**src/rtl/seg7_pkg.sv**
```systemverilog
// Shared types and constants for the seven-segment scan controller.
package seg7_pkg;

  typedef enum logic {
    S_GUARD = 1'b0,
    S_DRIVE = 1'b1
  } state_t;

  localparam logic [6:0] SEG_BLANK = 7'h00;

  // Active-high segment patterns, bit0 = a .. bit6 = g, indexed by nibble value.
  localparam logic [6:0] HEX_SEG [16] = '{
    7'h3F, 7'h06, 7'h5B, 7'h4F, 7'h66, 7'h6D, 7'h7D, 7'h07,
    7'h7F, 7'h6F, 7'h77, 7'h7C, 7'h39, 7'h5E, 7'h79, 7'h71
  };

  // Index of the most-significant nonzero nibble; 0 when the word is zero.
  function automatic logic [2:0] ms_nibble(input logic [31:0] v);
    logic [2:0] idx;
    idx = '0;
    for (int unsigned i = 0; i < 8; i++) begin
      if (v[4*i +: 4] != 4'h0) idx = 3'(i);
    end
    return idx;
  endfunction

endpackage

```
**src/rtl/seg7_scan_ctrl_hex7seg_decode.sv**
```systemverilog
// Combinational nibble to active-high seven-segment decoder.
module hex7seg_decode
  import seg7_pkg::*;
(
  input  logic [3:0] nibble,
  output logic [6:0] seg
);

  always_comb seg = HEX_SEG[nibble];

endmodule

```
**src/rtl/seg7_scan_ctrl.sv**
```systemverilog
// Time-multiplexed 8-digit seven-segment scanner with per-frame snapshot and guard gaps.
// Optional leading-zero blanking is enabled by defining SEG7_LZ_BLANK_EN.
module seg7_scan_ctrl
  import seg7_pkg::*;
#(
  parameter int unsigned SCAN_DIV       = 100000,
  parameter int unsigned GUARD_CYC      = 16,
  parameter int unsigned NUM_DIGITS     = 8,
  parameter bit          AN_ACTIVE_LOW  = 1'b1,
  parameter bit          SEG_ACTIVE_LOW = 1'b1
) (
  input  logic                  clk,
  input  logic                  rst,
  input  logic [31:0]           value_in,
  input  logic [14:0]           led_in,
  input  logic                  blank_in,
  output logic [NUM_DIGITS-1:0] an_out,
  output logic [6:0]            seg_out,
  output logic                  dp_out,
  output logic [14:0]           led_out,
  output logic                  frame_done
);

  localparam int unsigned SW = (SCAN_DIV > 1) ? $clog2(SCAN_DIV) : 1;
  localparam int unsigned DW = (NUM_DIGITS > 1) ? $clog2(NUM_DIGITS) : 1;
  localparam logic [NUM_DIGITS-1:0] AN_OFF = AN_ACTIVE_LOW ? '1 : '0;
  localparam logic [6:0] SEG_OFF = SEG_ACTIVE_LOW ? ~SEG_BLANK : SEG_BLANK;

  logic [SW-1:0]         slot_cnt;
  logic [DW-1:0]         digit_idx;
  state_t                state, state_nx;
  logic [31:0]           shadow;
  logic                  slot_last, digit_last, frame_wrap;
  logic [2:0]            nib_sel;
  logic [3:0]            nibble;
  logic [6:0]            seg_hi, seg_sel;
  logic [NUM_DIGITS-1:0] an_hi;
  logic                  digit_shown;

  assign slot_last  = (slot_cnt == SW'(SCAN_DIV - 1));
  assign digit_last = (digit_idx == DW'(NUM_DIGITS - 1));
  assign frame_wrap = slot_last && digit_last;

  // Digits beyond the eighth reuse shadow nibbles modulo 8.
  assign nib_sel = 3'(digit_idx);
  assign nibble  = shadow[{nib_sel, 2'b00} +: 4];

  hex7seg_decode u_dec (
    .nibble (nibble),
    .seg    (seg_hi)
  );

`ifdef SEG7_LZ_BLANK_EN
  logic [2:0] ms_idx;

  always_ff @(posedge clk) begin
    if (rst)             ms_idx <= '0;
    else if (frame_wrap) ms_idx <= ms_nibble(value_in);
  end

  assign digit_shown = (32'(digit_idx) <= 32'(ms_idx));
`else
  assign digit_shown = 1'b1;
`endif

  always_comb begin
    state_nx = state;
    an_hi    = '0;
    seg_sel  = SEG_BLANK;
    unique case (state)
      S_GUARD: if (slot_cnt == SW'(GUARD_CYC - 1)) state_nx = S_DRIVE;
      S_DRIVE: if (slot_last) state_nx = S_GUARD;
      default: state_nx = S_GUARD;
    endcase
    if (state == S_DRIVE) begin
      seg_sel = seg_hi;
      if (!blank_in && digit_shown) an_hi = NUM_DIGITS'(1) << digit_idx;
    end
  end

  always_ff @(posedge clk) begin
    if (rst) begin
      slot_cnt   <= '0;
      digit_idx  <= '0;
      state      <= S_GUARD;
      shadow     <= '0;
      frame_done <= 1'b0;
      led_out    <= '0;
      an_out     <= AN_OFF;
      seg_out    <= SEG_OFF;
    end else begin
      state      <= state_nx;
      led_out    <= led_in;
      frame_done <= frame_wrap;
      if (slot_last) begin
        slot_cnt  <= '0;
        digit_idx <= digit_last ? '0 : digit_idx + 1'b1;
      end else begin
        slot_cnt <= slot_cnt + 1'b1;
      end
      if (frame_wrap) shadow <= value_in;
      an_out  <= AN_ACTIVE_LOW ? ~an_hi : an_hi;
      seg_out <= SEG_ACTIVE_LOW ? ~seg_sel : seg_sel;
    end
  end

  assign dp_out = SEG_ACTIVE_LOW;

endmodule

```
**config.mk**
```make
export PLATFORM = sky130hd
export DESIGN_NAME = seg7_scan_ctrl
export DESIGN_NICKNAME = d
export VERILOG_FILES = /design/src/rtl/seg7_pkg.sv /design/src/rtl/seg7_scan_ctrl_hex7seg_decode.sv /design/src/rtl/seg7_scan_ctrl.sv
export SDC_FILE = /design/constraint.sdc
export NUM_CORES = 1
export LEC_CHECK = 0
export CORE_AREA = 2 2 82 84
export CTS_BUF_LIST = sky130_fd_sc_hd__clkbuf_4 sky130_fd_sc_hd__clkbuf_8
export CTS_CLUSTER_DIAMETER = 40
export DETAILED_ROUTE_END_ITERATION = 12
export DIE_AREA = 0 0 84 86
export PLACE_DENSITY = 0.85
export SYNTH_ARGS = -nofsm -noshare
export SYNTH_HDL_FRONTEND = slang
export SYNTH_SLANG_ARGS = --single-unit
```
**constraint.sdc**
```tcl
create_clock -name clk -period 5.8 [get_ports clk]
set_input_delay 1.16 -clock clk [delete_from_list [all_inputs] [get_ports clk]]
set_output_delay 1.16 -clock clk [all_outputs]
set_load 0.005 [all_outputs]
```
After elaboration in Yosys (flattened, before gate mapping)
Memory sizes are Yosys's and may differ from the RTL's. Cells that the tools add are included.

Input bits: 50. Bits in read-only memories: 112. Memories: 1. Output and inout bits: 32. Word-level logic and storage cells: 32. Register bits after elaboration: 84.

Memories: (name not given) (depth 16, width 7, read ports 1, clocked after memory_dff 0, wr ports 0, RTL line seg7_scan_ctrl_hex7seg_decode.sv:9) `always_comb seg = HEX_SEG[nibble];`.

Mux-type cells: 9. Add/sub/neg operators: 2. Bitwise operators: 4. Order comparisons: 1. Equality and inequality tests: 3. Shifts and indexed selects: 2. Reduce and logical (&&, ||, !) cells: 2.

Operator list (count): $shiftx 32x6->4 (1); $mux 7 (3); $add 17x1->17 const B (1); $eq 17x17->1 const B (1); $eq 17x4->1 const B (1); $mux 8 (2); $not 8->8 (1); $shl 1x3->8 const A (1); $not 7->7 (1); $ge 5x5->1 const B (1); $not 4->5 (1); $add 3x1->3 const B (1); $eq 3x3->1 const B (1); $mux 3 (1); $mux 1 (2); $pmux 1 s2 (1); $reduce_or 2->1 (1); $logic_and 1x1->1 (1); $not 1->1 (1).

Longest topological paths before layout
Word-level depth: 7. Mapped depth: 8.

By module
From an unflattened synthesis, not the netlist that was laid out.

Cells, all modules: 316. Area total of the unflattened synthesis: 3414.5 um^2.

Modules (own cells, without submodules): seg7_scan_ctrl (instances 1, area an instance 3124.2 um^2, cells each 283); hex7seg_decode (instances 1, area an instance 290.3 um^2, cells each 33).

Worst setup path after synthesis
No wires, ideal clock.

Kind: register to register. Start: reg digit_idx[0]. End: reg seg_out[3]. Clock period less this slack: 2387 ps. Slack: 3413 ps. Buffers on the path: 1. Stages on the path, launching flop included: 9. Arrival time: 2254 ps. Setup time: 133 ps. Cells stage by stage: dfxtp_1 -> buf_6 -> mux4_1 -> mux2i_1 -> inv_1 -> ha_1 -> a21boi_0 -> a2111oi_2 -> a31oi_1.

Cells in the longest elaborated chain, start to end: 7.

RTL lines: from (decl) (RTL line seg7_scan_ctrl.sv:30) `logic [DW-1:0] digit_idx;`; from (signal assigned) (RTL line seg7_scan_ctrl.sv:97) `digit_idx <= digit_last ? '0 : digit_idx + 1'b1;`; $shiftx 32x6->4 (RTL line seg7_scan_ctrl.sv:46) `assign nibble = shadow[{nib_sel, 2'b00} +: 4];`; $not 4->5 (not written as such) (RTL line seg7_scan_ctrl_hex7seg_decode.sv:9); $mem_v2 16x7; $mux 7 (not written as such) (2 in a row) (RTL line seg7_scan_ctrl_hex7seg_decode.sv:9); $mux 7 (RTL line seg7_scan_ctrl.sv:75) `if (state == S_DRIVE) begin`; $not 7->7 (RTL line seg7_scan_ctrl.sv:103) `seg_out <= SEG_ACTIVE_LOW ? ~seg_sel : seg_sel;`; to (signal assigned) (RTL line seg7_scan_ctrl.sv:103); to (decl) (RTL line seg7_scan_ctrl.sv:18) `output logic [6:0] seg_out,`.

Every way passes these cells. The select of a mux whose other input is x is not followed. A chain may end at the register's enable or synchronous reset.

Worst setup path in the final report
Same ends and word-level chain as after synthesis.

==> key figures <==
Outcome
  – Outcome: completed

Clocking
  – Hold_buf cts: 0
  – Clock Path Buffers: 2
  – Root Buffer: clkbuf_8
  – CTS resizes: 0
  – CTS tree: built
  – Register clock-pin slew on the reported worst setup and hold paths: 0.09 ns
  – Num CTS Buffers: 9
  – Number of post-CTS setup repair buffers: 0
  – H-tree depth: 3
  – CTS Sinks: 84
  – Clk_lat worst skew: 0.36 ns

Placed design
  – # port buffers: 80
  – Dpl cells: 446
  – Hpwl dp: 4510 um
  – Placed instance area: 0.00416 sq mm
  – Final Wtd Congestion: 0.851

Pwr
  – Clock share of power: 0.402
  – Comb pwr share: 0.056
  – Int Pwr: 0.849 mW
  – Power Total: 1.08 mW
  – P_leak: 1.68 nW
  – Seq pwr share: 0.542
  – Switching pwr: 0.233 mW
  – Pwr Density: 247 mW/mm^2
  – Maximum VDD drop: 0.277 mV
  – Sw Ratio: 0.215

Route
  – Total number of vias: 2,471
  – Final WL: 6590 um
  – WL/cell: 14.3 um
  – DRC errors left: 0
  – Antenna Nets Post-Route: 0
  – DR vias/cell: 5.35
  – First-pass DRT Iterations: 4
  – Iter 0 DRT Violations: 73

Critical path
  – Largest stage delay on the critical path: 0.76 ns
  – Crit start category: flip-flop
  – Worst Path Arrival: 3.21 ns
  – Family with the most delay on the worst path: multiplexers
  – Slowest-stage cell, CP: dfxtp_1
  – Worst path cell trace: mux4_1 -> mux2i_1 -> inv_1 -> ha_1 -> a21boi_0 -> a2111oi_2 -> a31oi_1
  – Setup crit end kind: flip-flop
  – Crit-path max FO: 13
  – Critical path launch point: digit_idx[0]$_SDFFE_PP0N_
  – FF-to-FF Start: digit_idx[0]$_SDFFE_PP0N_
  – Critical path buffers and inverters: 1
  – Critical path class: flip-flop to flip-flop
  – Critical Path RT: 6.03 ns

Layout
  – Most common cell after layout, fill and taps aside: dfxtp_1
  – Fin util: 0.697
  – Fin cells: 462
  – Ant diodes: 0
  – Post-route cell area: 0.00437 sq mm
  – Most frequent cells in the layout: dfxtp_1 (84), clkdlybuf4s50_1 (80), a22o_1 (32), nor2_1 (26), nor2b_1 (18)
  – Share of cells above drive strength 1: 0.0805
  – Area grow syn2layout: 30.2%
  – Nets: 443

Global routing
  – Antenna violations before repair: 0
  – Vias in the first global route: 2,341
  – Largest net degree at the start of global routing: 34
  – First-pass GRT wire length: 10,900 um
  – Global route overflow: 0
  – GRT Util Overall: 0.192

Yosys
  – Synth Flop Type: dfxtp_1
  – Synth Instances: 302
  – Mean Syn Cell Area: 11.1 sq um
  – Register bit total from synthesis: 84
  – Synth top area share: 0.500
  – Top cells by area, synth: dfxtp_1 (50%), a22o_1 (8.3%), ha_1 (4.8%)
  – Syn. warnings: 0
  – Unique masters post-synth: 50
  – Leading area contributor after synthesis: dfxtp_1
  – Ys async rst share: 0
  – Net count after synthesis: 365
  – Register area share after synthesis: 0.500
  – Post-synth EDFFs: 0
  – Post-Synthesis Cell Area: 0.00336 sq mm

STA
  – Clock period minus worst slack: 2.98 ns
  – Final hold violations: 0
  – Setup-failing EPs final: 0
  – Fmax: 335 MHz
  – Final Slew Violations: 0
  – RSZ-0062 raised after global routing: no
  – Slew @ Worst Pin: 0.765 ns
  – Clk_skew: 0.00997 ns
  – Worst slew margin: 0.488
  – Fin crit share: 0.515
  – Setup tns final: 0 ns

Floorplan
  – Core area: 0.00628 sq mm
  – Die Ht: 86 um
  – Starting Density: 0.535
  – Die Area: 0.00722 sq mm
  – Row count: 29
  – Die W: 84 um
  – # IOs: 82

Job
  – Max Cap Violations: 0

Hold path
  – HP Start: slot_cnt[0]$_SDFF_PP0_
  – Worst min path class: flip-flop to flip-flop
==> kinds of logic after synthesis <==
family	share of synthesized area
flip-flops	0.500
adder cells (fa/ha/maj)	0.0484
multiplexers	0.0797
AO/OA/AOI/OAI	0.136
XOR/XNOR	0.0417
buffers and inverters	0.0413
other	0.00112
AND/OR/NAND/NOR	0.152
==> cell usage after synthesis, drive strengths merged (5+ instances only) <==
cell / number
nand3: 10
xor2: 6
nor2b: 18
nand2: 14
mux4: 6
mux2i: 9
dfxtp: 84
xnor2: 10
nor2: 26
buf: 12
o21ai: 5
a22o: 32
nor3: 7
ha: 13
inv: 8
==> worst reg2reg max path, delay by kind of cell (launching register included) <==
family / cells / cell delay (ns)
mux: 2 / 1.13
flops: 1 / 0.76
compound gates: 3 / 0.58
fa+ha+maj: 1 / 0.21
buf+inv: 1 / 0.17
==> power by group through the flow <==
| stage | clock [mW] | combinational (mW) | sequential, mW |
|---|---|---|---|
| 2_1_floorplan | 0 | 0.0161 | 0.601 |
| 3_3_place_gp | 0 | 0.0604 | 0.600 |
| 6_report | 0.435 | 0.0611 | 0.586 |
| 4_1_cts | 0.443 | 0.0617 | 0.587 |
| 5_1_grt | 0.467 | 0.0658 | 0.588 |
| 3_5_place_dp | 0 | 0.0611 | 0.600 |
==> stage by stage <==
step           setup slack (ns)  hold slack (ns)
2_1_floorplan              3.41            0.440
3_3_place_gp               2.75            0.453
3_5_place_dp               2.71            0.460
4_1_cts                    2.82            0.483
5_1_grt                    2.54            0.492
6_report                   2.82            0.481
==> layout make-up <==
type	count	area [sq um]
inverter	8	30.0
sequential	84	1680
multi-input combinational	195	1540
fill	451	1900
timing repair buffer	82	816
clock inverter	5	58.8
tap	77	96.3
clock buffer	11	151
==> per-layer routing <==
layer  part of all wire  wire [um]  up-vias  GRT usage
met5                  0          0        -          0
met4              0.026        172        0     0.0997
met3              0.052        340       14     0.0481
met2               0.47       3120       73      0.313
met1               0.45       2960     1154      0.236
li1                   -          -     1230          -
==> flip-flops by register name, summed over array words and instances, names as in the netlist <==
register and flops:
an_out 8, state 1, frame_done 1, slot_cnt 17, shadow 32, led_out 15
seg_out 7, digit_idx 3
==> worst paths after layout <==
kind	to	depth (start not counted)	slack, ns
worst min-delay path	slot_cnt[0]$_SDFF_PP0_	1	0.48
worst max-delay path	seg_out[3]$_SDFF_PP1_	7	2.82
worst min register to register	slot_cnt[0]$_SDFF_PP0_	1	0.48
worst max register to register	seg_out[3]$_SDFF_PP1_	7	2.82
(Power assumes the default switching activity.)
